==> src/rtl/pc_fetch_unit.sv <==
// pc_fetch_unit
// Instruction-fetch front end of the pipelined RV32I core. Keeps the fetch
// PC, keeps at most one request outstanding to instruction memory, and
// holds the fetched word with its PC for the decode stage. A taken branch or
// jump from the branch comparator redirects fetch and squashes any
// wrong-path instruction that is in flight or already held.
//
// Parameters
//   RESET_PC          fetch address after reset (word aligned)
//   NOP_INSTR         word shown on o_if_instr after reset and after a squash
//
// Ports
//   i_clk             clock, rising edge
//   i_rst_n           asynchronous reset, active low
//   i_pc_sel          redirect request (branch/jump taken)
//   i_br_target       redirect address, used when i_pc_sel=1
//   i_stall           decode cannot accept o_if_* this cycle
//   o_imem_req_valid  fetch request valid
//   i_imem_req_ready  imem accepts the request
//   o_imem_addr       fetch address (word aligned)
//   i_imem_rsp_valid  imem response valid
//   i_imem_rsp_data   instruction word returned by imem
//   o_if_valid        o_if_pc/o_if_instr hold a valid instruction
//   o_if_pc           PC of the held instruction
//   o_if_instr        held instruction word

module pc_fetch_unit #(
   parameter logic [31:0] RESET_PC  = 32'h0000_0000,
   parameter logic [31:0] NOP_INSTR = 32'h0000_0013
) (
   input  logic        i_clk,
   input  logic        i_rst_n,
   input  logic        i_pc_sel,
   input  logic [31:0] i_br_target,
   input  logic        i_stall,
   output logic        o_imem_req_valid,
   input  logic        i_imem_req_ready,
   output logic [31:0] o_imem_addr,
   input  logic        i_imem_rsp_valid,
   input  logic [31:0] i_imem_rsp_data,
   output logic        o_if_valid,
   output logic [31:0] o_if_pc,
   output logic [31:0] o_if_instr
);

   typedef enum logic [0:0] {
      S_REQ  = 1'b0,
      S_WAIT = 1'b1
   } state_t;

   state_t      r_state;
   state_t      w_state_nxt;
   logic [31:0] r_pc;
   logic [31:0] w_pc_nxt;
   logic [31:0] r_req_pc;
   logic [31:0] w_req_pc_nxt;
   logic        r_drop;
   logic        w_drop_nxt;
   logic        r_if_valid;
   logic        w_if_valid_nxt;
   logic [31:0] r_if_pc;
   logic [31:0] w_if_pc_nxt;
   logic [31:0] r_if_instr;
   logic [31:0] w_if_instr_nxt;
   logic        w_req_want;
   logic        w_req_fire;

   // A request is offered only when the output slot is empty or is being
   // drained this cycle, so a response can never land on an unconsumed
   // instruction. The reset gate keeps the request low while reset is held;
   // the state registers themselves are frozen by the async reset.
   assign w_req_want       = (r_state == S_REQ) && (!r_if_valid || !i_stall);
   assign w_req_fire       = w_req_want && i_imem_req_ready;
   assign o_imem_req_valid = w_req_want && i_rst_n;
   assign o_imem_addr      = r_pc;

   assign o_if_valid = r_if_valid;
   assign o_if_pc    = r_if_pc;
   assign o_if_instr = r_if_instr;

   // Next-state logic. The normal fetch flow is worked out first and a
   // redirect is layered on top of it so it always wins, even over a stall.
   // The drop flag marks the single outstanding request as wrong-path so its
   // response is thrown away when it eventually arrives.
   always_comb begin
      w_state_nxt    = r_state;
      w_pc_nxt       = r_pc;
      w_req_pc_nxt   = r_req_pc;
      w_drop_nxt     = r_drop;
      w_if_valid_nxt = r_if_valid;
      w_if_pc_nxt    = r_if_pc;
      w_if_instr_nxt = r_if_instr;

      if (r_if_valid && !i_stall) begin
         w_if_valid_nxt = 1'b0;
      end

      case (r_state)
         S_REQ: begin
            if (w_req_fire) begin
               w_req_pc_nxt = r_pc;
               w_pc_nxt     = r_pc + 32'd4;
               w_state_nxt  = S_WAIT;
            end
         end
         S_WAIT: begin
            if (i_imem_rsp_valid) begin
               w_state_nxt = S_REQ;
               if (r_drop) begin
                  w_drop_nxt = 1'b0;
               end else begin
                  w_if_valid_nxt = 1'b1;
                  w_if_pc_nxt    = r_req_pc;
                  w_if_instr_nxt = i_imem_rsp_data;
               end
            end
         end
         default: begin
            w_state_nxt = S_REQ;
         end
      endcase

      // Redirect: the target replaces the fetch PC outright (a request
      // completing this same edge must not bump it to target+4), the held
      // instruction is squashed, and whatever is still in flight is marked
      // for dropping. A response arriving this very cycle is simply not
      // loaded, so no drop is needed for it.
      if (i_pc_sel) begin
         w_pc_nxt       = i_br_target & ~32'h0000_0003;
         w_if_valid_nxt = 1'b0;
         w_if_pc_nxt    = r_if_pc;
         w_if_instr_nxt = NOP_INSTR;
         if (r_state == S_WAIT) begin
            w_drop_nxt = !i_imem_rsp_valid;
         end else if (w_req_fire) begin
            w_drop_nxt = 1'b1;
         end
      end
   end

   // State and datapath registers. Reset discards everything, including any
   // notion of an outstanding request, so a late response lands in S_REQ
   // and is ignored.
   always_ff @(posedge i_clk or negedge i_rst_n) begin
      if (!i_rst_n) begin
         r_state    <= S_REQ;
         r_pc       <= RESET_PC;
         r_req_pc   <= RESET_PC;
         r_drop     <= 1'b0;
         r_if_valid <= 1'b0;
         r_if_pc    <= RESET_PC;
         r_if_instr <= NOP_INSTR;
      end else begin
         r_state    <= w_state_nxt;
         r_pc       <= w_pc_nxt;
         r_req_pc   <= w_req_pc_nxt;
         r_drop     <= w_drop_nxt;
         r_if_valid <= w_if_valid_nxt;
         r_if_pc    <= w_if_pc_nxt;
         r_if_instr <= w_if_instr_nxt;
      end
   end

endmodule

==> config.mk <==
export PLATFORM = sky130hd
export DESIGN_NAME = pc_fetch_unit
export DESIGN_NICKNAME = d
export VERILOG_FILES = /design/src/rtl/pc_fetch_unit.sv
export SDC_FILE = /design/constraint.sdc
export NUM_CORES = 1
export LEC_CHECK = 0
export ABC_AREA = 1
export BUFFER_PORTS_ARGS = -buffer_cell sky130_fd_sc_hd__buf_2
export CORE_ASPECT_RATIO = 0.9
export CORE_MARGIN = 2
export CORE_UTILIZATION = 52
export CTS_CLUSTER_SIZE = 14
export DETAILED_ROUTE_END_ITERATION = 8
export PLACE_DENSITY_LB_ADDON = 0.12
export SLEW_MARGIN = 20
export SYNTH_ARGS = -nofsm -noshare
export SYNTH_HDL_FRONTEND = slang
export SYNTH_SLANG_ARGS = --single-unit
==> constraint.sdc <==
create_clock -name i_clk -period 1.9 [get_ports i_clk]
set_input_delay 0.475 -clock i_clk [delete_from_list [all_inputs] [get_ports i_clk]]
set_output_delay 0.475 -clock i_clk [all_outputs]
set_load 0.01 [all_outputs]
==> reports/qor.yml, run 1 <==
dieArea_um2: 11900
fin_cells: 983
timing_hold_violations_final: 0
status: "finished, final reports clean"
core_um2: 10800
cts_max_level: 4
cts_buffers: 17
clock_sinks: 125
fin_nets: 908
grt_overflow: 0
p_leak_uw: 0.00391
endpoint_kind: "primary output"
rows: 36
drtIter0Drc: 314
cp_cell_sequence: "nand2_1, and3_1, buf_2"
globalRouteTotalUtil: 0.251
yosysWarningCount: 0
synth-seq-cells: 125
fin_crit_sh: 0.864
pwr-share-comb: 0.214
diodes: 0
drive_gt1_frac: 0.271
grt_pass1_wl_um: 23400
max_freq_mhz: 609
setup_violations: 0
synth_cell_types: 33
p_sw_frac: 0.305
detailed_place_hpwl_um: 10200
tightestPinTransition_ps: 635
holdBufCountCts: 0
post_cts_resized: 0
firstDrtPassIters: 7
die_w_um: 115
path_max_fanout: 3
portBuffers: 161
wl_per_cell_um: 14.6
cts_tree: "yes"
fill_cells: 931
rsz0062_at_grt: "no"
drc: 0
path_buf_inv: 1
finalMaxSlewViolations: 0
io_pins: 168
min_path_type: "input pin to asynchronous set/reset pin"
grt_max_degree: 126
antenna_found_initial: 0
fin_area_um2: 7260
postCtsSetupRepairBufs: 0
critPathTopFamily: "flip-flops"
total_power_uw: 8870
syn2layout_area_growth_pct: 26.2
setup_tns_ps: 0
p_switching_uw: 2700
fin_util: 0.672
worstSetupPathType: "flop to primary output"
p_per_area_nw_per_um2: 1220
finalClockSkew_ps: 5.63
grt_pass1_vias: 4848
start_util: 0.532
crit_arrival_ps: 1170
gp_congestion: 0.862
cp_slowest_cell: "dfrtp_1"
intPower_uw: 6170
insertion_delay_ps: 410
min_period_ps: 1640
die_y_um: 104
place_inst: 951
place_area_um2: 6670
root_buffer: "clkbuf_16"
reg2reg_from: "o_imem_addr[2]"
synth_cells: 674
slew_headroom: 0.577
critical-path-max-stage-delay_ps: 370
yosysSeqAreaShare: 0.544
antenna_left: 0
cap_violations: 0
postRouteWirelength_um: 14300
crit_required_ps: 1420
clkPwrFrac: 0.364
num_vias: 4964
via_per_inst: 5.05
synth_area_um2: 5750
avgSynthCellArea_um2: 8.54
power.share.sequential: 0.422
clkTransAtPathRegs_ps: 50
startpoint: "o_if_valid"
clock_path_buffers: 2
vdd_drop_max_mv: 0.656
critPathLaunchType: "flop"
[layout by cell type, fill, tap and decap left out, types with 4 or more instances in the layout]
cell type  instances
clkbuf_16         17
a21oi_1            6
nor2_2             5
xor2_1             4
clkbuf_1           4
conb_1             4
inv_2              5
nand2_1          250
nor2_1            30
nand3_1           43
o21ai_0           57
inv_1             56
nand2_2            5
a22o_1            29
buf_4              8
buf_2            160
dfrtp_1          122
nor2_4             6
[cell usage after synthesis, drive strengths merged]
master / instances / share of area
o21ai: 57 / 0.050
nand2: 258 / 0.17
inv: 62 / 0.041
and2: 2 / 0.0022
o211ai: 3 / 0.0039
ha: 1 / 0.0022
dfstp: 3 / 0.014
o22a: 3 / 0.0046
o21bai: 3 / 0.0039
xnor2: 1 / 0.0015
buf: 21 / 0.026
nand3: 45 / 0.042
xor2: 4 / 0.0061
clkbuf: 9 / 0.0059
a21oi: 6 / 0.0052
o221ai: 1 / 0.0015
dfrtp: 122 / 0.53
conb: 1 / 0.00065
a22o: 29 / 0.044
and3: 1 / 0.0011
nor2: 42 / 0.040
[sequential cells by signal, summed over array words and instances, names as in the netlist]
signal	cells
r_state	1
o_if_instr	32
o_if_pc	30
r_drop	1
o_imem_addr	30
o_if_valid	1
r_req_pc	30
[per-layer routing]
metal  vias up  track usage  wire, um
met5         -            0         0
met4         0       0.0998       224
met3        18       0.0562       877
met2       178        0.379      6370
met1      2286        0.354      6860
li1       2482            -         -
[power by group through the flow]
stage	clock network, uW	logic [uW]	registers, uW
2_1_floorplan	0	869	3930
3_3_place_gp	0	1870	3740
3_5_place_dp	0	1910	3780
4_1_cts	3280	1930	3740
5_1_grt	3410	2150	3830
6_report	3230	1900	3740
[worst paths after layout]
path	endpoint	slack (ps)	cells after the start
worst max-delay path	o_imem_req_valid	260	3
worst min-delay path	o_if_pc[11]	220	2
min in group i_clk	o_imem_addr[13]	280	3
worst max register to register	o_imem_addr[24]	330	8
worst min register to register	o_if_pc[20]	470	2
max in group asynchronous	o_imem_addr[28]	1230	2
[cell type report]
type / count / area, um^2 / share of cell area
clock buffer: 22 / 454 / 0.0625
clock inverter: 10 / 138 / 0.0189
inverter: 62 / 235 / 0.0324
multi-input combinational: 460 / 2220 / 0.305
sequential: 125 / 3130 / 0.431
tap: 133 / 166 / 0.0229
timing repair buffer: 171 / 921 / 0.127
[per-stage QoR]
step           hold slack [ps]  setup slack (ps)
3_5_place_dp               458               290
2_1_floorplan              179               497
6_report                   223               259
3_3_place_gp               457               299
4_1_cts                    254               239
5_1_grt                    281               113
[cells by family after synthesis]
logic type | synth area share
AND/OR/NAND/NOR | 0.260
flip-flops | 0.544
AO/OA/AOI/OAI | 0.113
buffers and inverters | 0.0724
XOR/XNOR | 0.00761
adder cells (fa/ha/maj) | 0.00217
other | 0.000652
(Power assumes the default switching activity.)
==> run 2, diff against run 1 <==
--- a/config.mk
+++ b/config.mk
@@ -5,11 +5,10 @@
 export SDC_FILE = /design/constraint.sdc
 export NUM_CORES = 1
 export LEC_CHECK = 0
-export ABC_AREA = 1
 export BUFFER_PORTS_ARGS = -buffer_cell sky130_fd_sc_hd__buf_2
 export CORE_ASPECT_RATIO = 0.9
 export CORE_MARGIN = 2
-export CORE_UTILIZATION = 52
+export CORE_UTILIZATION = 35
 export CTS_CLUSTER_SIZE = 14
 export DETAILED_ROUTE_END_ITERATION = 8
 export PLACE_DENSITY_LB_ADDON = 0.12
==> reports/qor.yml, run 2 <==
holdBufCountCts: 0
layout_commonest_cell: "nand2_1"
worstSetupPathType: "flop to primary output"
root_buffer: "clkbuf_16"
synth_cell_types: 38
fin_crit_sh: 0.951
synth.most_common_cell: "nand2_1"
rows: 43
dp_slack_ps: -184
avgSynthCellArea_um2: 10.0
dieArea_um2: 16500
antenna_left: 0
core_um2: 15300
insertion_delay_ps: 420
synth_edf_count: 0
antenna_found_initial: 2
fin_nets: 810
fin_area_um2: 7410
drive_gt1_frac: 0.390
place_inst: 922
p_per_area_nw_per_um2: 1160
gp_congestion: 0.730
fin_util: 0.485
timing_hold_violations_final: 0
crit_required_ps: 1420
cts_max_level: 4
grt_pass1_vias: 4360
num_vias: 4392
start_util: 0.355
io_pins: 168
critical-path-max-stage-delay_ps: 390
clock_sinks: 125
syn2layout_area_growth_pct: 36.5
finalClockSkew_ps: 5.31
place_area_um2: 6770
post_cts_resized: 0
postCtsSetupRepairBufs: 0
total_power_uw: 8620
wl_per_cell_um: 14.8
endpoint_kind: "primary output"
drc: 0
synth_cells: 541
p_leak_uw: 0.00375
critPathTopFamily: "flip-flops"
use_met3: 0.0620
synth-main-ff-cell: "dfrtp_1"
path_max_fanout: 3
synth_top_cells_by_area: "dfrtp_1, nand2_1, mux2_2, xor2_1, a21oi_1"
layout_setup_ws_ps: 92.3
synth_top_area_share: 0.562
cp_slowest_cell: "dfrtp_1"
grtUsageMet2: 0.272
globalRouteTotalUtil: 0.180
clkTransAtPathRegs_ps: 60
vdd_drop_max_mv: 0.723
clock_path_buffers: 2
min_period_ps: 1810
yosysTopAreaCell: "dfrtp_1"
die_y_um: 122
cap_violations: 0
diodes: 0
portBuffers: 161
min_path_type: "input pin to asynchronous set/reset pin"
cts_buffers: 17
async_flop_share: 1.00
grt_max_degree: 126
via_per_inst: 4.60
cts_tree: "yes"
yosysSeqAreaShare: 0.577
status: "finished, final reports clean"
cp_cell_sequence: "buf_4, a21oi_4, and2_4, buf_4"
synth-seq-cells: 125
synthTopCellsByCount: "nand2_1, dfrtp_1, a21oi_1, mux2_2, o21ai_0"
postRouteWirelength_um: 14200
crit_top_cell: "buf_4"
finalMaxSlewViolations: 0
slew_headroom: 0.553
tightestPinTransition_ps: 671
max_freq_mhz: 553
final_cell_mix: "nand2_1, buf_2, dfrtp_1, buf_4, mux2_2"
critPathLaunchType: "flop"
grt-busiest-layer: "met2"
die_w_um: 135
grt_overflow: 0
rsz0062_at_grt: "no"
drtIter0Drc: 164
fin_cells: 954
detailed_place_hpwl_um: 10100
grt.met1_usage: 0.239
setup_violations: 0
yosysWarningCount: 0
largest_register_ffs: 32
synth_area_um2: 5430
crit_arrival_ps: 1330
firstDrtPassIters: 4
grt_pass1_wl_um: 22600
path_buf_inv: 2
[run 2: cell types whose count changed in the layout (fill, tap and decap cells not counted), moves of 31 or more]
| cell | change |
|---|---|
| o21ai_0 | -31 |
| mux2_2 | +31 |
| buf_4 | +39 |
| nand3_1 | -35 |
| inv_1 | -53 |
| nand2_1 | -55 |
[run 2: kinds of logic (layout without fill, tap and decap cells)]
logic type | count (synthesis) | in the layout | share of synthesized area
AND/OR/NAND/NOR | 254 | 254 | 0.219
flip-flops | 125 | 125 | 0.577
AO/OA/AOI/OAI | 64 | 64 | 0.0608
buffers and inverters | 36 | 244 | 0.0290
multiplexers | 33 | 33 | 0.0680
XOR/XNOR | 27 | 27 | 0.0436
adder cells (fa/ha/maj) | 1 | 1 | 0.00230
other | 1 | 4 | 0.000691
[run 2: final timing paths]
| path | from | end | slack, ps | depth (start not counted) |
|---|---|---|---|---|
| min | i_rst_n | o_if_pc[17] | 180 | 2 |
| min in group i_clk | i_br_target[9] | o_imem_addr[9] | 270 | 3 |
| min reg2reg | r_req_pc[19] | r_req_pc[19] | 470 | 2 |
| max | o_if_valid | o_imem_req_valid | 90 | 4 |
| max reg2reg | o_if_valid | o_imem_addr[31] | 140 | 6 |
| max in group asynchronous | i_rst_n | o_if_instr[14] | 1200 | 2 |
[run 2: cell type report]
cell class / instances / area (um^2)
Sequential cell: 125 / 3130
Inverter: 3 / 11.3
Fill cell: 1501 / 7870
Clock inverter: 11 / 139
Multi-Input combinational cell: 383 / 2190
Tap cell: 202 / 253
Timing Repair Buffer: 209 / 1200
Clock buffer: 21 / 480
[run 2: power by group]
part	total [uW]	switching [uW]	internal, uW
clock	3350	1160	2190
sequential	3520	295	3230
combinational	1750	934	817
[run 2: per-stage QoR]
step	setup TNS [ps]	hold WS, ps
final	0	184
after global routing	0	194
after CTS	0	219
after detailed placement	-1750	458
after global placement	-1230	453
after floorplan	0	179
[run 2: metal layers]
layer / vias to the layer above / wire, um
li1: 2175 / -
met1: 2085 / 6500
met2: 108 / 6520
met3: 22 / 891
met4: 2 / 238
met5: - / 11
[run 2: worst register-to-register path, stage by stage, from the launching register on]
cell     delay [ps]
dfrtp_1         390
a21o_4          200
buf_4           150
nor4_4          290
nand4_2         150
or4_1           410
nand3_1         100
==> run 3, diff against run 2 <==
--- a/config.mk
+++ b/config.mk
@@ -6,6 +6,8 @@
 export NUM_CORES = 1
 export LEC_CHECK = 0
 export BUFFER_PORTS_ARGS = -buffer_cell sky130_fd_sc_hd__buf_2
+export CELL_PAD_IN_SITES_DETAIL_PLACEMENT = 0
+export CELL_PAD_IN_SITES_GLOBAL_PLACEMENT = 1
 export CORE_ASPECT_RATIO = 0.9
 export CORE_MARGIN = 2
 export CORE_UTILIZATION = 35
==> reports/qor.yml, run 3 (same netlist as run 2, synthesis figures left out) <==
p_per_area_nw_per_um2: 1140
reg2reg_from: "o_if_valid"
final_cell_mix: "nand2_1, buf_2, dfrtp_1, buf_4, mux2_2"
fin_nets: 811
portBuffers: 161
grt_max_degree: 126
path_max_fanout: 5
crit_required_ps: 1420
insertion_delay_ps: 410
largest_register_ffs: 32
status: "finished, final reports clean"
worstSetupPathType: "flop to primary output"
postRouteWirelength_um: 14100
reg2reg_slack_ps: 120
fill_cells: 1464
clock_sinks: 125
root_buffer: "clkbuf_16"
timing.rr.end: "o_imem_addr[31]"
endpoint_kind: "primary output"
clkTransAtPathRegs_ps: 50
drc: 0
antenna_found_initial: 0
cts_buffers: 17
place_inst: 923
layout_commonest_cell: "nand2_1"
start_util: 0.355
post_cts_resized: 0
grt_pass1_vias: 4299
rsz0062_at_grt: "no"
wl_per_cell_um: 14.8
grt_pass1_wl_um: 22600
postCtsSetupRepairBufs: 0
tightestPinTransition_ps: 681
slew_headroom: 0.546
cp_slowest_cell: "dfrtp_1"
min_period_ps: 1800
cts_max_level: 4
syn2layout_area_growth_pct: 36.6
reg2reg_depth: 6
cts_tree: "yes"
io_pins: 168
clock_path_buffers: 2
max_freq_mhz: 556
die_w_um: 135
cap_violations: 0
setup_violations: 0
dieArea_um2: 16500
fin_util: 0.485
core_um2: 15300
firstDrtPassIters: 5
fin_crit_sh: 0.946
timing_hold_violations_final: 0
holdWs_ps: 196
rows: 43
grt_overflow: 0
antenna_left: 0
fin_cells: 955
finalMaxSlewViolations: 0
diodes: 0
drtIter0Drc: 233
drive_gt1_frac: 0.390
finalClockSkew_ps: 4.33
critical-path-max-stage-delay_ps: 390
num_vias: 4476
holdBufCountCts: 0
critPathLaunchType: "flop"
crit_arrival_ps: 1320
die_y_um: 122
min_path_type: "input pin to asynchronous set/reset pin"
detailed_place_hpwl_um: 9790
vdd_drop_max_mv: 0.644
p_leak_uw: 0.00373
gp_congestion: 0.718
via_per_inst: 4.69
cp_cell_sequence: "buf_4, a21oi_4, and2_4, buf_6"
globalRouteTotalUtil: 0.180
==> run 3: cell types whose count changed in the layout (fill, tap and decap cells not counted), sizes merged <==
cell and change:
buf +1, bufinv -1, clkinvlp +1
==> run 3: report_power, final <==
part | total [uW] | internal (uW) | switching [uW]
registers | 3510 | 3230 | 285
logic | 1770 | 830 | 941
clock network | 3180 | 2020 | 1160
total | 8470 | 6080 | 2390
==> run 3: metrics by stage <==
step           total power, uW  TNS (ps)  setup WS [ps]  instance area (um^2)
2_1_floorplan             4480         0           2.70                  5450
3_3_place_gp              5310     -1360           -191                  6790
3_5_place_dp              5350     -1670           -203                  6790
4_1_cts                   8590         0           1.43                  7380
5_1_grt                   8990         0           10.2                  7420
6_report                  8470         0            103                  7420
==> run 3: worst max-delay path by stage <==
stage	from	end	slack, ps	cells past startpoint
CTS	r_state	o_imem_req_valid	1	4
floorplan	o_imem_addr[6]	o_imem_addr[27]	3	6
global route	o_if_valid	o_imem_addr[28]	10	7
detailed placement	i_stall	o_imem_addr[16]	-200	7
global placement	i_stall	o_imem_addr[18]	-190	7
finish	r_state	o_imem_req_valid	100	4
==> run 3: area by class of cell <==
class                           count  area, um^2  area share
Sequential cell                   125        3130       0.423
Multi-Input combinational cell    383        2200       0.297
Timing Repair Buffer              210        1230       0.166
Clock buffer                       21         470      0.0634
Tap cell                          202         253      0.0341
Clock inverter                     11         116      0.0157
Inverter                            3        11.3     0.00152
==> run 3: metal layers <==
metal | share of wire | GRT usage
met1 | 0.46 | 0.241
met2 | 0.47 | 0.277
met3 | 0.058 | 0.0545
met4 | 0.015 | 0.0638
met5 | 0 | 0
==> run 3: worst max-delay path: cells and delay by family (launching register included) <==
family	cells	cell delay (ps)
AOI/OAI and AO/OA	1	110
buffers and inverters	2	260
DFF	1	390
and+or+nand+nor	1	150
